--- src/rtl/exception_unit_if.sv ---
// ============================================================================
//  Module      : exception_unit_if
//  Description : Bundle between the MEM stage / CP0 side of the pipeline and
//                the precise-exception controller.
//  Revision    : 1.0  initial release
// ============================================================================
`default_nettype none

interface exception_unit_if #(
    parameter int unsigned WIDTH = 32
);
    // Retiring instruction from MEM
    logic             mem_valid;
    logic [WIDTH-1:0] mem_pc;
    logic             mem_in_delay_slot;
    logic             mem_exc_adel_if;
    logic             mem_exc_ri;
    logic             mem_exc_ov;
    logic             mem_exc_sys;
    logic             mem_exc_bp;
    logic             mem_exc_adel_ld;
    logic             mem_exc_ades;
    logic [WIDTH-1:0] mem_data_addr;
    logic             mem_eret;
    // Interrupt lines and CP0 read values
    logic [5:0]       hardware_interruption;
    logic [WIDTH-1:0] status_data;
    logic [WIDTH-1:0] cause_data;
    logic [WIDTH-1:0] epc_data;
    // CP0 write side
    logic [WIDTH-1:0] cp0_we;
    logic [WIDTH-1:0] cp0_epc;
    logic [WIDTH-1:0] cp0_badaddr;
    logic [4:0]       cp0_exc_code;
    logic             cp0_branch_delay;
    logic             cp0_exl;
    logic [5:0]       cp0_hw_int;
    // Pipeline control
    logic             flush;
    logic             redirect_valid;
    logic [WIDTH-1:0] redirect_pc;
    logic             busy;

    // Pipeline / CP0 side
    modport master (
        output mem_valid, mem_pc, mem_in_delay_slot, mem_exc_adel_if,
               mem_exc_ri, mem_exc_ov, mem_exc_sys, mem_exc_bp,
               mem_exc_adel_ld, mem_exc_ades, mem_data_addr, mem_eret,
               hardware_interruption, status_data, cause_data, epc_data,
        input  cp0_we, cp0_epc, cp0_badaddr, cp0_exc_code, cp0_branch_delay,
               cp0_exl, cp0_hw_int, flush, redirect_valid, redirect_pc, busy
    );

    // Exception controller side
    modport slave (
        input  mem_valid, mem_pc, mem_in_delay_slot, mem_exc_adel_if,
               mem_exc_ri, mem_exc_ov, mem_exc_sys, mem_exc_bp,
               mem_exc_adel_ld, mem_exc_ades, mem_data_addr, mem_eret,
               hardware_interruption, status_data, cause_data, epc_data,
        output cp0_we, cp0_epc, cp0_badaddr, cp0_exc_code, cp0_branch_delay,
               cp0_exl, cp0_hw_int, flush, redirect_valid, redirect_pc, busy
    );
endinterface

`default_nettype wire

--- src/rtl/exception_unit.sv ---
// ============================================================================
//  Module      : exception_unit
//  Description : Precise-exception controller between MEM and CP0. Detects
//                exceptions, masked interrupts and ERET on the retiring
//                instruction, writes CP0, flushes and redirects fetch.
//  Revision    : 1.0  initial release
// ============================================================================
`default_nettype none

module exception_unit #(
    parameter int unsigned      WIDTH        = 32,
    parameter logic [WIDTH-1:0] HANDLER_PC   = 'hBFC00380,
    parameter int unsigned      FLUSH_CYCLES = 2
) (
    input  wire logic        clk,
    input  wire logic        rst,
    exception_unit_if.slave  bus
);

    typedef enum logic [1:0] {
        ST_IDLE  = 2'd0,
        ST_WRITE = 2'd1,
        ST_FLUSH = 2'd2
    } state_t;

    localparam logic [4:0] c_CODE_INT  = 5'h00;
    localparam logic [4:0] c_CODE_ADEL = 5'h04;
    localparam logic [4:0] c_CODE_ADES = 5'h05;
    localparam logic [4:0] c_CODE_SYS  = 5'h08;
    localparam logic [4:0] c_CODE_BP   = 5'h09;
    localparam logic [4:0] c_CODE_RI   = 5'h0A;
    localparam logic [4:0] c_CODE_OV   = 5'h0C;

    localparam int unsigned c_WE_BADVADDR = 8;
    localparam int unsigned c_WE_STATUS   = 12;
    localparam int unsigned c_WE_CAUSE    = 13;
    localparam int unsigned c_WE_EPC      = 14;

    localparam logic [3:0] c_FLUSH_LOAD = 4'(FLUSH_CYCLES - 1);

    state_t           state_q, state_d;
    logic [3:0]       cnt_q, cnt_d;
    logic [5:0]       hw_meta_q, hw_sync_q;

    logic [WIDTH-1:0] we_q, we_d;
    logic [WIDTH-1:0] epc_q, epc_d;
    logic [WIDTH-1:0] badaddr_q, badaddr_d;
    logic [4:0]       code_q, code_d;
    logic             bd_q, bd_d;
    logic             exl_q, exl_d;
    logic [5:0]       hw_int_q, hw_int_d;
    logic             flush_q, flush_d;
    logic             redir_valid_q, redir_valid_d;
    logic [WIDTH-1:0] redir_pc_q, redir_pc_d;
    logic             busy_q, busy_d;

    logic [7:0]       int_lines;
    logic             int_pending;
    logic             exc_any;
    logic             addr_err;
    logic [4:0]       exc_code;
    logic [WIDTH-1:0] exc_badaddr;

    // Only IE, EXL and the IP/IM byte lanes matter to this unit
    logic unused_ok;
    assign unused_ok = ^{bus.status_data[WIDTH-1:16], bus.status_data[7:2],
                         bus.cause_data[WIDTH-1:10], bus.cause_data[7:0]};

    // Two-flop synchronizer for the asynchronous interrupt lines
    always_ff @(posedge clk) begin
        if (rst) begin
            hw_meta_q <= '0;
            hw_sync_q <= '0;
        end else begin
            hw_meta_q <= bus.hardware_interruption;
            hw_sync_q <= hw_meta_q;
        end
    end

    assign int_lines   = {hw_sync_q, bus.cause_data[9:8]} & bus.status_data[15:8];
    assign int_pending = bus.status_data[0] & ~bus.status_data[1] & (|int_lines);

    assign exc_any = int_pending | bus.mem_exc_adel_if | bus.mem_exc_ri |
                     bus.mem_exc_ov | bus.mem_exc_sys | bus.mem_exc_bp |
                     bus.mem_exc_adel_ld | bus.mem_exc_ades;

    // Priority encode the winning exception cause and its bad address
    always_comb begin
        exc_code    = c_CODE_INT;
        exc_badaddr = '0;
        addr_err    = 1'b0;
        if (int_pending) begin
            exc_code = c_CODE_INT;
        end else if (bus.mem_exc_adel_if) begin
            exc_code    = c_CODE_ADEL;
            exc_badaddr = bus.mem_pc;
            addr_err    = 1'b1;
        end else if (bus.mem_exc_ri) begin
            exc_code = c_CODE_RI;
        end else if (bus.mem_exc_ov) begin
            exc_code = c_CODE_OV;
        end else if (bus.mem_exc_sys) begin
            exc_code = c_CODE_SYS;
        end else if (bus.mem_exc_bp) begin
            exc_code = c_CODE_BP;
        end else if (bus.mem_exc_adel_ld) begin
            exc_code    = c_CODE_ADEL;
            exc_badaddr = bus.mem_data_addr;
            addr_err    = 1'b1;
        end else if (bus.mem_exc_ades) begin
            exc_code    = c_CODE_ADES;
            exc_badaddr = bus.mem_data_addr;
            addr_err    = 1'b1;
        end
    end

    // Next state and next registered outputs; outputs default to zero so
    // every CP0 write and redirect is a single-cycle pulse
    always_comb begin
        state_d       = state_q;
        cnt_d         = cnt_q;
        we_d          = '0;
        epc_d         = '0;
        badaddr_d     = '0;
        code_d        = '0;
        bd_d          = 1'b0;
        exl_d         = 1'b0;
        hw_int_d      = '0;
        flush_d       = 1'b0;
        redir_valid_d = 1'b0;
        redir_pc_d    = '0;
        busy_d        = 1'b0;
        case (state_q)
            ST_IDLE: begin
                if (bus.mem_valid && (exc_any || bus.mem_eret)) begin
                    state_d       = ST_WRITE;
                    flush_d       = 1'b1;
                    redir_valid_d = 1'b1;
                    busy_d        = 1'b1;
                    we_d[c_WE_STATUS] = 1'b1;
                    if (exc_any) begin
                        we_d[c_WE_CAUSE]    = 1'b1;
                        we_d[c_WE_EPC]      = 1'b1;
                        we_d[c_WE_BADVADDR] = addr_err;
                        exl_d      = 1'b1;
                        epc_d      = bus.mem_in_delay_slot ? (bus.mem_pc - WIDTH'(4))
                                                           : bus.mem_pc;
                        bd_d       = bus.mem_in_delay_slot;
                        badaddr_d  = exc_badaddr;
                        code_d     = exc_code;
                        hw_int_d   = hw_sync_q;
                        redir_pc_d = HANDLER_PC;
                    end else begin
                        // ERET: clear EXL and return to the saved EPC
                        redir_pc_d = bus.epc_data;
                    end
                end
            end
            ST_WRITE: begin
                state_d = ST_FLUSH;
                cnt_d   = c_FLUSH_LOAD;
                flush_d = 1'b1;
                busy_d  = 1'b1;
            end
            ST_FLUSH: begin
                if (cnt_q == 4'd0) begin
                    state_d = ST_IDLE;
                end else begin
                    cnt_d   = cnt_q - 4'd1;
                    flush_d = 1'b1;
                    busy_d  = 1'b1;
                end
            end
            default: begin
                state_d = ST_IDLE;
            end
        endcase
    end

    // State, flush counter and registered outputs
    always_ff @(posedge clk) begin
        if (rst) begin
            state_q       <= ST_IDLE;
            cnt_q         <= '0;
            we_q          <= '0;
            epc_q         <= '0;
            badaddr_q     <= '0;
            code_q        <= '0;
            bd_q          <= 1'b0;
            exl_q         <= 1'b0;
            hw_int_q      <= '0;
            flush_q       <= 1'b0;
            redir_valid_q <= 1'b0;
            redir_pc_q    <= '0;
            busy_q        <= 1'b0;
        end else begin
            state_q       <= state_d;
            cnt_q         <= cnt_d;
            we_q          <= we_d;
            epc_q         <= epc_d;
            badaddr_q     <= badaddr_d;
            code_q        <= code_d;
            bd_q          <= bd_d;
            exl_q         <= exl_d;
            hw_int_q      <= hw_int_d;
            flush_q       <= flush_d;
            redir_valid_q <= redir_valid_d;
            redir_pc_q    <= redir_pc_d;
            busy_q        <= busy_d;
        end
    end

    assign bus.cp0_we           = we_q;
    assign bus.cp0_epc          = epc_q;
    assign bus.cp0_badaddr      = badaddr_q;
    assign bus.cp0_exc_code     = code_q;
    assign bus.cp0_branch_delay = bd_q;
    assign bus.cp0_exl          = exl_q;
    assign bus.cp0_hw_int       = hw_int_q;
    assign bus.flush            = flush_q;
    assign bus.redirect_valid   = redir_valid_q;
    assign bus.redirect_pc      = redir_pc_q;
    assign bus.busy             = busy_q;

endmodule

`default_nettype wire
--- src/flat_wrapper.sv ---
// flat-port wrapper written by rule: the top's interface ports become plain ports
module exception_unit_flat 
#(
    parameter int unsigned      WIDTH        = 32,
    parameter logic [WIDTH-1:0] HANDLER_PC   = 'hBFC00380,
    parameter int unsigned      FLUSH_CYCLES = 2
)
  (clk, rst, bus_mem_valid, bus_mem_pc, bus_mem_in_delay_slot, bus_mem_exc_adel_if, bus_mem_exc_ri, bus_mem_exc_ov, bus_mem_exc_sys, bus_mem_exc_bp, bus_mem_exc_adel_ld, bus_mem_exc_ades, bus_mem_data_addr, bus_mem_eret, bus_hardware_interruption, bus_status_data, bus_cause_data, bus_epc_data, bus_cp0_we, bus_cp0_epc, bus_cp0_badaddr, bus_cp0_exc_code, bus_cp0_branch_delay, bus_cp0_exl, bus_cp0_hw_int, bus_flush, bus_redirect_valid, bus_redirect_pc, bus_busy);
  exception_unit_if #(.WIDTH(WIDTH)) bus_i ();
  input  wire logic clk;
  input  wire logic rst;
  input wire logic [$bits(bus_i.mem_valid)-1:0] bus_mem_valid;
  input wire logic [$bits(bus_i.mem_pc)-1:0] bus_mem_pc;
  input wire logic [$bits(bus_i.mem_in_delay_slot)-1:0] bus_mem_in_delay_slot;
  input wire logic [$bits(bus_i.mem_exc_adel_if)-1:0] bus_mem_exc_adel_if;
  input wire logic [$bits(bus_i.mem_exc_ri)-1:0] bus_mem_exc_ri;
  input wire logic [$bits(bus_i.mem_exc_ov)-1:0] bus_mem_exc_ov;
  input wire logic [$bits(bus_i.mem_exc_sys)-1:0] bus_mem_exc_sys;
  input wire logic [$bits(bus_i.mem_exc_bp)-1:0] bus_mem_exc_bp;
  input wire logic [$bits(bus_i.mem_exc_adel_ld)-1:0] bus_mem_exc_adel_ld;
  input wire logic [$bits(bus_i.mem_exc_ades)-1:0] bus_mem_exc_ades;
  input wire logic [$bits(bus_i.mem_data_addr)-1:0] bus_mem_data_addr;
  input wire logic [$bits(bus_i.mem_eret)-1:0] bus_mem_eret;
  input wire logic [$bits(bus_i.hardware_interruption)-1:0] bus_hardware_interruption;
  input wire logic [$bits(bus_i.status_data)-1:0] bus_status_data;
  input wire logic [$bits(bus_i.cause_data)-1:0] bus_cause_data;
  input wire logic [$bits(bus_i.epc_data)-1:0] bus_epc_data;
  output wire logic [$bits(bus_i.cp0_we)-1:0] bus_cp0_we;
  output wire logic [$bits(bus_i.cp0_epc)-1:0] bus_cp0_epc;
  output wire logic [$bits(bus_i.cp0_badaddr)-1:0] bus_cp0_badaddr;
  output wire logic [$bits(bus_i.cp0_exc_code)-1:0] bus_cp0_exc_code;
  output wire logic [$bits(bus_i.cp0_branch_delay)-1:0] bus_cp0_branch_delay;
  output wire logic [$bits(bus_i.cp0_exl)-1:0] bus_cp0_exl;
  output wire logic [$bits(bus_i.cp0_hw_int)-1:0] bus_cp0_hw_int;
  output wire logic [$bits(bus_i.flush)-1:0] bus_flush;
  output wire logic [$bits(bus_i.redirect_valid)-1:0] bus_redirect_valid;
  output wire logic [$bits(bus_i.redirect_pc)-1:0] bus_redirect_pc;
  output wire logic [$bits(bus_i.busy)-1:0] bus_busy;
  assign bus_i.mem_valid = bus_mem_valid;
  assign bus_i.mem_pc = bus_mem_pc;
  assign bus_i.mem_in_delay_slot = bus_mem_in_delay_slot;
  assign bus_i.mem_exc_adel_if = bus_mem_exc_adel_if;
  assign bus_i.mem_exc_ri = bus_mem_exc_ri;
  assign bus_i.mem_exc_ov = bus_mem_exc_ov;
  assign bus_i.mem_exc_sys = bus_mem_exc_sys;
  assign bus_i.mem_exc_bp = bus_mem_exc_bp;
  assign bus_i.mem_exc_adel_ld = bus_mem_exc_adel_ld;
  assign bus_i.mem_exc_ades = bus_mem_exc_ades;
  assign bus_i.mem_data_addr = bus_mem_data_addr;
  assign bus_i.mem_eret = bus_mem_eret;
  assign bus_i.hardware_interruption = bus_hardware_interruption;
  assign bus_i.status_data = bus_status_data;
  assign bus_i.cause_data = bus_cause_data;
  assign bus_i.epc_data = bus_epc_data;
  assign bus_cp0_we = bus_i.cp0_we;
  assign bus_cp0_epc = bus_i.cp0_epc;
  assign bus_cp0_badaddr = bus_i.cp0_badaddr;
  assign bus_cp0_exc_code = bus_i.cp0_exc_code;
  assign bus_cp0_branch_delay = bus_i.cp0_branch_delay;
  assign bus_cp0_exl = bus_i.cp0_exl;
  assign bus_cp0_hw_int = bus_i.cp0_hw_int;
  assign bus_flush = bus_i.flush;
  assign bus_redirect_valid = bus_i.redirect_valid;
  assign bus_redirect_pc = bus_i.redirect_pc;
  assign bus_busy = bus_i.busy;
  exception_unit #(.WIDTH(WIDTH), .HANDLER_PC(HANDLER_PC), .FLUSH_CYCLES(FLUSH_CYCLES)) u_core (.clk(clk), .rst(rst), .bus(bus_i));
endmodule
--- config.mk ---
export PLATFORM = sky130hd
export DESIGN_NAME = exception_unit_flat
export DESIGN_NICKNAME = d
export VERILOG_FILES = /design/src/rtl/exception_unit_if.sv /design/src/rtl/exception_unit.sv /design/src/flat_wrapper.sv
export SDC_FILE = /design/constraint.sdc
export NUM_CORES = 1
export LEC_CHECK = 0
export BUFFER_PORTS_ARGS = -buffer_cell sky130_fd_sc_hd__buf_2
export CAP_MARGIN = 20
export CORE_AREA = 2 2 123 125
export DETAILED_ROUTE_END_ITERATION = 7
export DIE_AREA = 0 0 125 127
export GPL_TIMING_DRIVEN = 0
export PLACE_DENSITY = 0.76
export SLEW_MARGIN = 20
export SYNTH_ARGS = -nofsm -noshare
export SYNTH_HDL_FRONTEND = slang
export SYNTH_SLANG_ARGS = --single-unit
--- constraint.sdc ---
create_clock -name clk -period 4.19 [get_ports clk]
set_input_delay 1.257 -clock clk [delete_from_list [all_inputs] [get_ports clk]]
set_output_delay 1.257 -clock clk [all_outputs]
set_load 0.1 [all_outputs]
==> results.toml, run 1 <==
[worst_setup_path]
start_kind = "primary input"
cp_max_fo = 10
cp-end-kind = "register"
r2r_slack_ns = 1.78
r2r_end = "u_core.bus.redirect_pc[12]"
crit_chain = "buf_2 -> nor4_1 -> and2_1 -> nor3b_1 -> or2_2 -> clkbuf_1 -> inv_1 -> and2_1"
crit_path_max_incr_delay_ns = 0.57
reg2reg_from = "u_core.state_q[1]"
worst_r2r_path_depth = 7
slowest_stage = "nor3b_1"
crit_arrival_ns = 3.46
crit_path_frequent_cell = "and2_1"
cp.required_ns = 4.50
critical_path_class = "primary input to register"

[grt]
gr-usage-met3_pct = 6.45
grt_busiest_layer = "met2"
grt_antenna_before_repair = 1
grt_max_degree = 17
met2_usage_pct = 31.8
grt_first_pass_wirelength_um = 22300
grt_pass1_vias = 4327
grt_util_met1_pct = 19.8
grtUsageTotal_pct = 18.0
grt_overflow_total = 0

[timing]
post-route-period-util_pct = 75.1
report.final.slew_viol_count = 0
rsz0062_at_grt = "no"
finalClockSkew_ns = 0.00736
relSlewSlack_pct = 30.5
setup_viol = 0
setup_ws_ns = 1.05
hold_viol = 0
setup_tns_ns = 0
fmaxAchievable_mhz = 318
min_period_ns = 3.14
worstMarginPinSlew_ns = 1.03

[layout]
design_area_um2 = 6920
areaGrowthSynthToFinish_pct = 43.9
antenna_cells = 0
final_cell_mix = "buf_2 (246), dfxtp_1 (129), nor2_1 (71)"
fin_nets = 963
finalNonFillerCells = 980
mostFrequentLayoutCell = "buf_2"
final_layout_size_suffix_gt1_share_pct = 40.1
final_util_pct = 48.0

[drt]
viasPerCell = 4.63
drt_first_pass_iters = 5
drc_errors = 0
drt_iter0_drc = 248
antenna_left = 0
drt-total-wl_um = 14600
vias = 4534
wl_per_cell_um = 14.9

[die]
dieArea_um2 = 15900
dieWidth_um = 125
io_pins = 322
num_rows = 44
core_area_um2 = 14400
start_util_pct = 33.3
die_h_um = 127

[cts]
tritoncts = "yes"
cts.reportedPaths.clkPinSlew_ns = 0.06
hold_buffers = 0
cts-htree-levels = 4
clock_path_buffers = 2
post_cts_resized = 0
cts_setup_buffers = 0
clock_sink_count = 129
worstSkewPairLatency_ns = 0.42
cts-root-buf = "clkbuf_16"
cts_made_buffers = 17

[synthesis]
synthArstFlopShare_pct = 0
synth_cell_types = 41
synth.ff_latch_count = 129
synth_cells = 497
ys.flop_type = "dfxtp_1"
syn_area_um2 = 4810
ys_top_cells_by_area = "dfxtp_1 (54%), a22oi_1 (5.6%), nor2_1 (5.5%)"
synth_edf_count = 0
yosys.area.top_type_share_pct = 53.7
synth_top_area_cell = "dfxtp_1"
postSynthAreaPerCell_um2 = 9.67
ys_seq_area_share_pct = 53.7
yosysWarnings = 0

[placed_design]
dp_slack_ns = 0.510
io_buffers = 239
dpl.cell_count = 948
place_area_um2 = 6340
dp_hpwl_um = 11200
gp_congestion = 0.843

[worst_hold_path]
hp-class = "register to register"
hold_depth = 1
whs_endpoint = "u_core.hw_sync_q[2]"
worstHoldStart = "u_core.hw_meta_q[2]"

[power]
leakage_nw = 3.33
power_density_nw_per_um2 = 486
vdd_drop_max_mv = 0.257

[status]
outcome = "finished, final reports clean"

[job]
maxCapViolations = 0
-- through the flow --
step / power [mW] / hold WS [ns]
after floorplan: 1.81 / 0.414
after global placement: 1.95 / 0.420
after detailed placement: 1.96 / 0.425
after CTS: 3.38 / 0.439
after global routing: 3.47 / 0.457
final: 3.36 / 0.435
-- cell usage after synthesis (2+ instances only) --
master / count
a21oi_1: 21
a22oi_1: 36
and2_1: 11
and4_1: 20
buf_1: 3
buf_2: 7
buf_4: 33
clkbuf_1: 22
dfxtp_1: 129
ha_1: 2
inv_1: 9
nand2_1: 18
nand2b_1: 5
nor2_1: 71
nor2b_1: 14
nor3_1: 13
nor4_1: 13
o21ai_0: 3
or2_2: 3
or3_1: 8
or4_1: 8
or4b_1: 3
xnor2_1: 24
xor2_1: 4
-- report_power, final --
group | switching (mW) | internal [mW]
Clock | 0.568 | 0.857
Sequential | 0.0131 | 1.27
Combinational | 0.517 | 0.135
Total | 1.10 | 2.26
-- final cells by class --
class                      count  area, µm²
buffer                        66        388
clock buffer                  19        453
clock inverter                13        125
fill                        1378       7510
inverter                       9       33.8
multi-input combinational    321       1910
sequential                   129       2580
tap                          184        230
timing repair buffer         239       1200
-- routing by layer --
layer | vias to the layer above | wire length (µm)
li1 | 2220 | -
met1 | 2080 | 5780
met3 | 23 | 1200
met4 | 2 | 238
met5 | - | 7
met2 | 209 | 7420
-- worst max-delay path by stage --
stage                         from                       end  depth (start not counted)
floorplan           bus_mem_pc[10]    u_core.bus.cp0_epc[31]                          6
detailed placement  bus_mem_exc_ri  u_core.bus.cp0_hw_int[0]                          8
global route        bus_mem_exc_ri  u_core.bus.cp0_hw_int[2]                          8
global placement    bus_mem_exc_ri     u_core.bus.cp0_epc[0]                          8
CTS                 bus_mem_exc_ri  u_core.bus.cp0_hw_int[2]                          8
finish              bus_mem_exc_ri  u_core.bus.cp0_hw_int[2]                          8
-- kinds of logic (layout without fill, tap and decap cells) --
family | after synthesis | in the layout | synth area share, %
AND/OR/NAND/NOR | 195 | 195 | 22.5
AO/OA/AOI/OAI | 66 | 66 | 9.11
flip-flops | 129 | 129 | 53.7
adder cells (fa/ha/maj) | 2 | 2 | 0.520
buffers and inverters | 75 | 346 | 8.77
other | 1 | 29 | 0.0780
XOR/XNOR | 28 | 28 | 5.10
multiplexers | 1 | 1 | 0.234
-- flip-flops by register name, indices dropped and copies added (netlist names) --
| register | flops |
|---|---|
| u_core.bus.cp0_epc | 32 |
| u_core.bus.redirect_pc | 32 |
| u_core.hw_sync_q | 6 |
| u_core.hw_meta_q | 6 |
| u_core.bus.cp0_hw_int | 6 |
| u_core.bus.cp0_exc_code | 4 |
| u_core.cnt_q | 4 |
| u_core.state_q | 2 |
| u_core.bus.cp0_we | 3 |
| u_core.bus.cp0_branch_delay | 1 |
| u_core.bus.flush | 1 |
| u_core.bus.cp0_badaddr | 32 |
-- critical path, delay by kind of cell --
kind | cells | cell delay [ns]
buf+inv | 3 | 0.48
simple gates | 5 | 1.72
(Power assumes the default switching activity.)
==> run 2, diff against run 1 <==
CORE_AREA = 2 2 126 128   (was 2 2 123 125)
DIE_AREA = 0 0 128 130   (was 0 0 125 127)
clock period = 2.81 ns   (was 4.19 ns; I/O delays follow)
==> results.toml, run 2 (same netlist as run 1, synthesis figures left out) <==
[drt]
antenna_left = 0
drc_errors = 0
drt_first_pass_iters = 5
drt_iter0_drc = 140
viasPerCell = 4.54
vias = 4488
wl_per_cell_um = 14.1
drt-total-wl_um = 13900

[timing]
hold_viol = 0
relSlewSlack_pct = 52.7
setup_viol = 0
worstMarginPinSlew_ns = 0.698
min_period_ns = 2.57
report.final.slew_viol_count = 0
fmaxAchievable_mhz = 389
rsz0062_at_grt = "no"
finalClockSkew_ns = 0.00981
post-route-period-util_pct = 91.6
setup_tns_ns = 0

[worst_setup_path]
cp_max_fo = 10
cp.required_ns = 3.16
crit_path_max_incr_delay_ns = 0.47
critPathBufInv = 4
crit_arrival_ns = 2.92
cp-end-kind = "register"
critical_path_class = "primary input to register"
start_kind = "primary input"
crit_chain = "buf_2 -> or4b_1 -> clkbuf_1 -> or2_2 -> buf_2 -> nor2_1 -> clkbuf_1 -> and4_1"
slowest_stage = "or4b_1"
path_delay_family = "simple AND/OR/NAND/NOR gates"

[die]
dieArea_um2 = 16600
die_h_um = 130
core_area_um2 = 15400
io_pins = 322
num_rows = 46
start_util_pct = 31.2
dieWidth_um = 128

[power]
power_density_nw_per_um2 = 722
leakage_nw = 3.33
vdd_drop_max_mv = 0.381

[grt]
grt_antenna_before_repair = 1
grt_pass1_vias = 4018
grtUsageTotal_pct = 16.0
grt_overflow_total = 0
grt_max_degree = 17
grt_first_pass_wirelength_um = 20400

[job]
maxCapViolations = 0

[layout]
antenna_cells = 0
final_cell_mix = "buf_2 (246), dfxtp_1 (129), nor2_1 (71)"
final_layout_size_suffix_gt1_share_pct = 39.7
fin_nets = 963
design_area_um2 = 6930
areaGrowthSynthToFinish_pct = 44.1
finalNonFillerCells = 988
final_util_pct = 44.9
mostFrequentLayoutCell = "buf_2"

[cts]
tritoncts = "yes"
cts-htree-levels = 4
clock_path_buffers = 2
cts-root-buf = "clkbuf_16"
cts.reportedPaths.clkPinSlew_ns = 0.06
cts_setup_buffers = 0
clock_sink_count = 129
hold_buffers = 0
cts_made_buffers = 17
worstSkewPairLatency_ns = 0.41
post_cts_resized = 0

[placed_design]
place_area_um2 = 6350
gp_congestion = 0.797
io_buffers = 239
dpl.cell_count = 956
dp_hpwl_um = 10700

[worst_hold_path]
hp-class = "register to register"

[status]
outcome = "finished, final reports clean"
run 2: changes by cell type in the layout (fill, tap and decap cells not counted):
cell        delta
clkinv_4       +2
o311ai_1       +1
inv_6          -5
clkinvlp_4     -2
o311ai_0       -1
nor3b_2        +1
clkinv_2       +1
clkbuf_1       +4
bufinv_16      +1
inv_8          -1
nor3b_1        -1
run 2: per-layer routing:
layer | track usage (%) | vias up | share of wire, %
li1 | - | 2216 | -
met1 | 17.9 | 2069 | 40
met2 | 28.4 | 177 | 50
met3 | 5.13 | 24 | 7.7
met4 | 6.59 | 2 | 1.6
met5 | 0 | - | 0.094
run 2: power by group:
group / total, mW / switching (mW) / internal [mW]
Sequential: 1.91 / 0.0188 / 1.89
Clock: 2.13 / 0.775 / 1.35
Combinational: 0.968 / 0.767 / 0.201
run 2: final timing paths:
path,to,slack [ns],cells past startpoint,startpoint
min reg2reg,u_core.hw_sync_q[0],0.44,1,u_core.hw_meta_q[0]
min,u_core.hw_sync_q[0],0.44,1,u_core.hw_meta_q[0]
max,u_core.bus.redirect_pc[3],0.24,8,rst
max reg2reg,u_core.bus.redirect_pc[3],0.42,7,u_core.state_q[1]
run 2: cell type report:
cell class	count	area, µm²
plain buffers	66	388
clock buffers	23	468
fillers	1516	8490
inverters	9	33.8
well taps	192	240
clock inverters	9	108
flip-flops and latches	129	2580
repair buffers	239	1200
multi-input cells	321	1910
run 2: per-stage QoR:
| stage | hold WS (ns) | total power, mW | worst slack (ns) |
|---|---|---|---|
| floorplan | 0.414 | 2.70 | 0.146 |
| global placement | 0.420 | 2.91 | -0.377 |
| detailed placement | 0.429 | 2.92 | -0.375 |
| CTS | 0.440 | 5.06 | 0.0440 |
| global route | 0.454 | 5.19 | 0.127 |
| finish | 0.438 | 5.01 | 0.236 |
run 2: worst register-to-register path, cell delays in order, from the launching register on:
cell,delay (ns)
dfxtp_1,0.35
or4b_1,0.52
clkbuf_1,0.19
or2_2,0.31
buf_2,0.20
nor2_1,0.17
clkbuf_1,0.34
and4_1,0.25
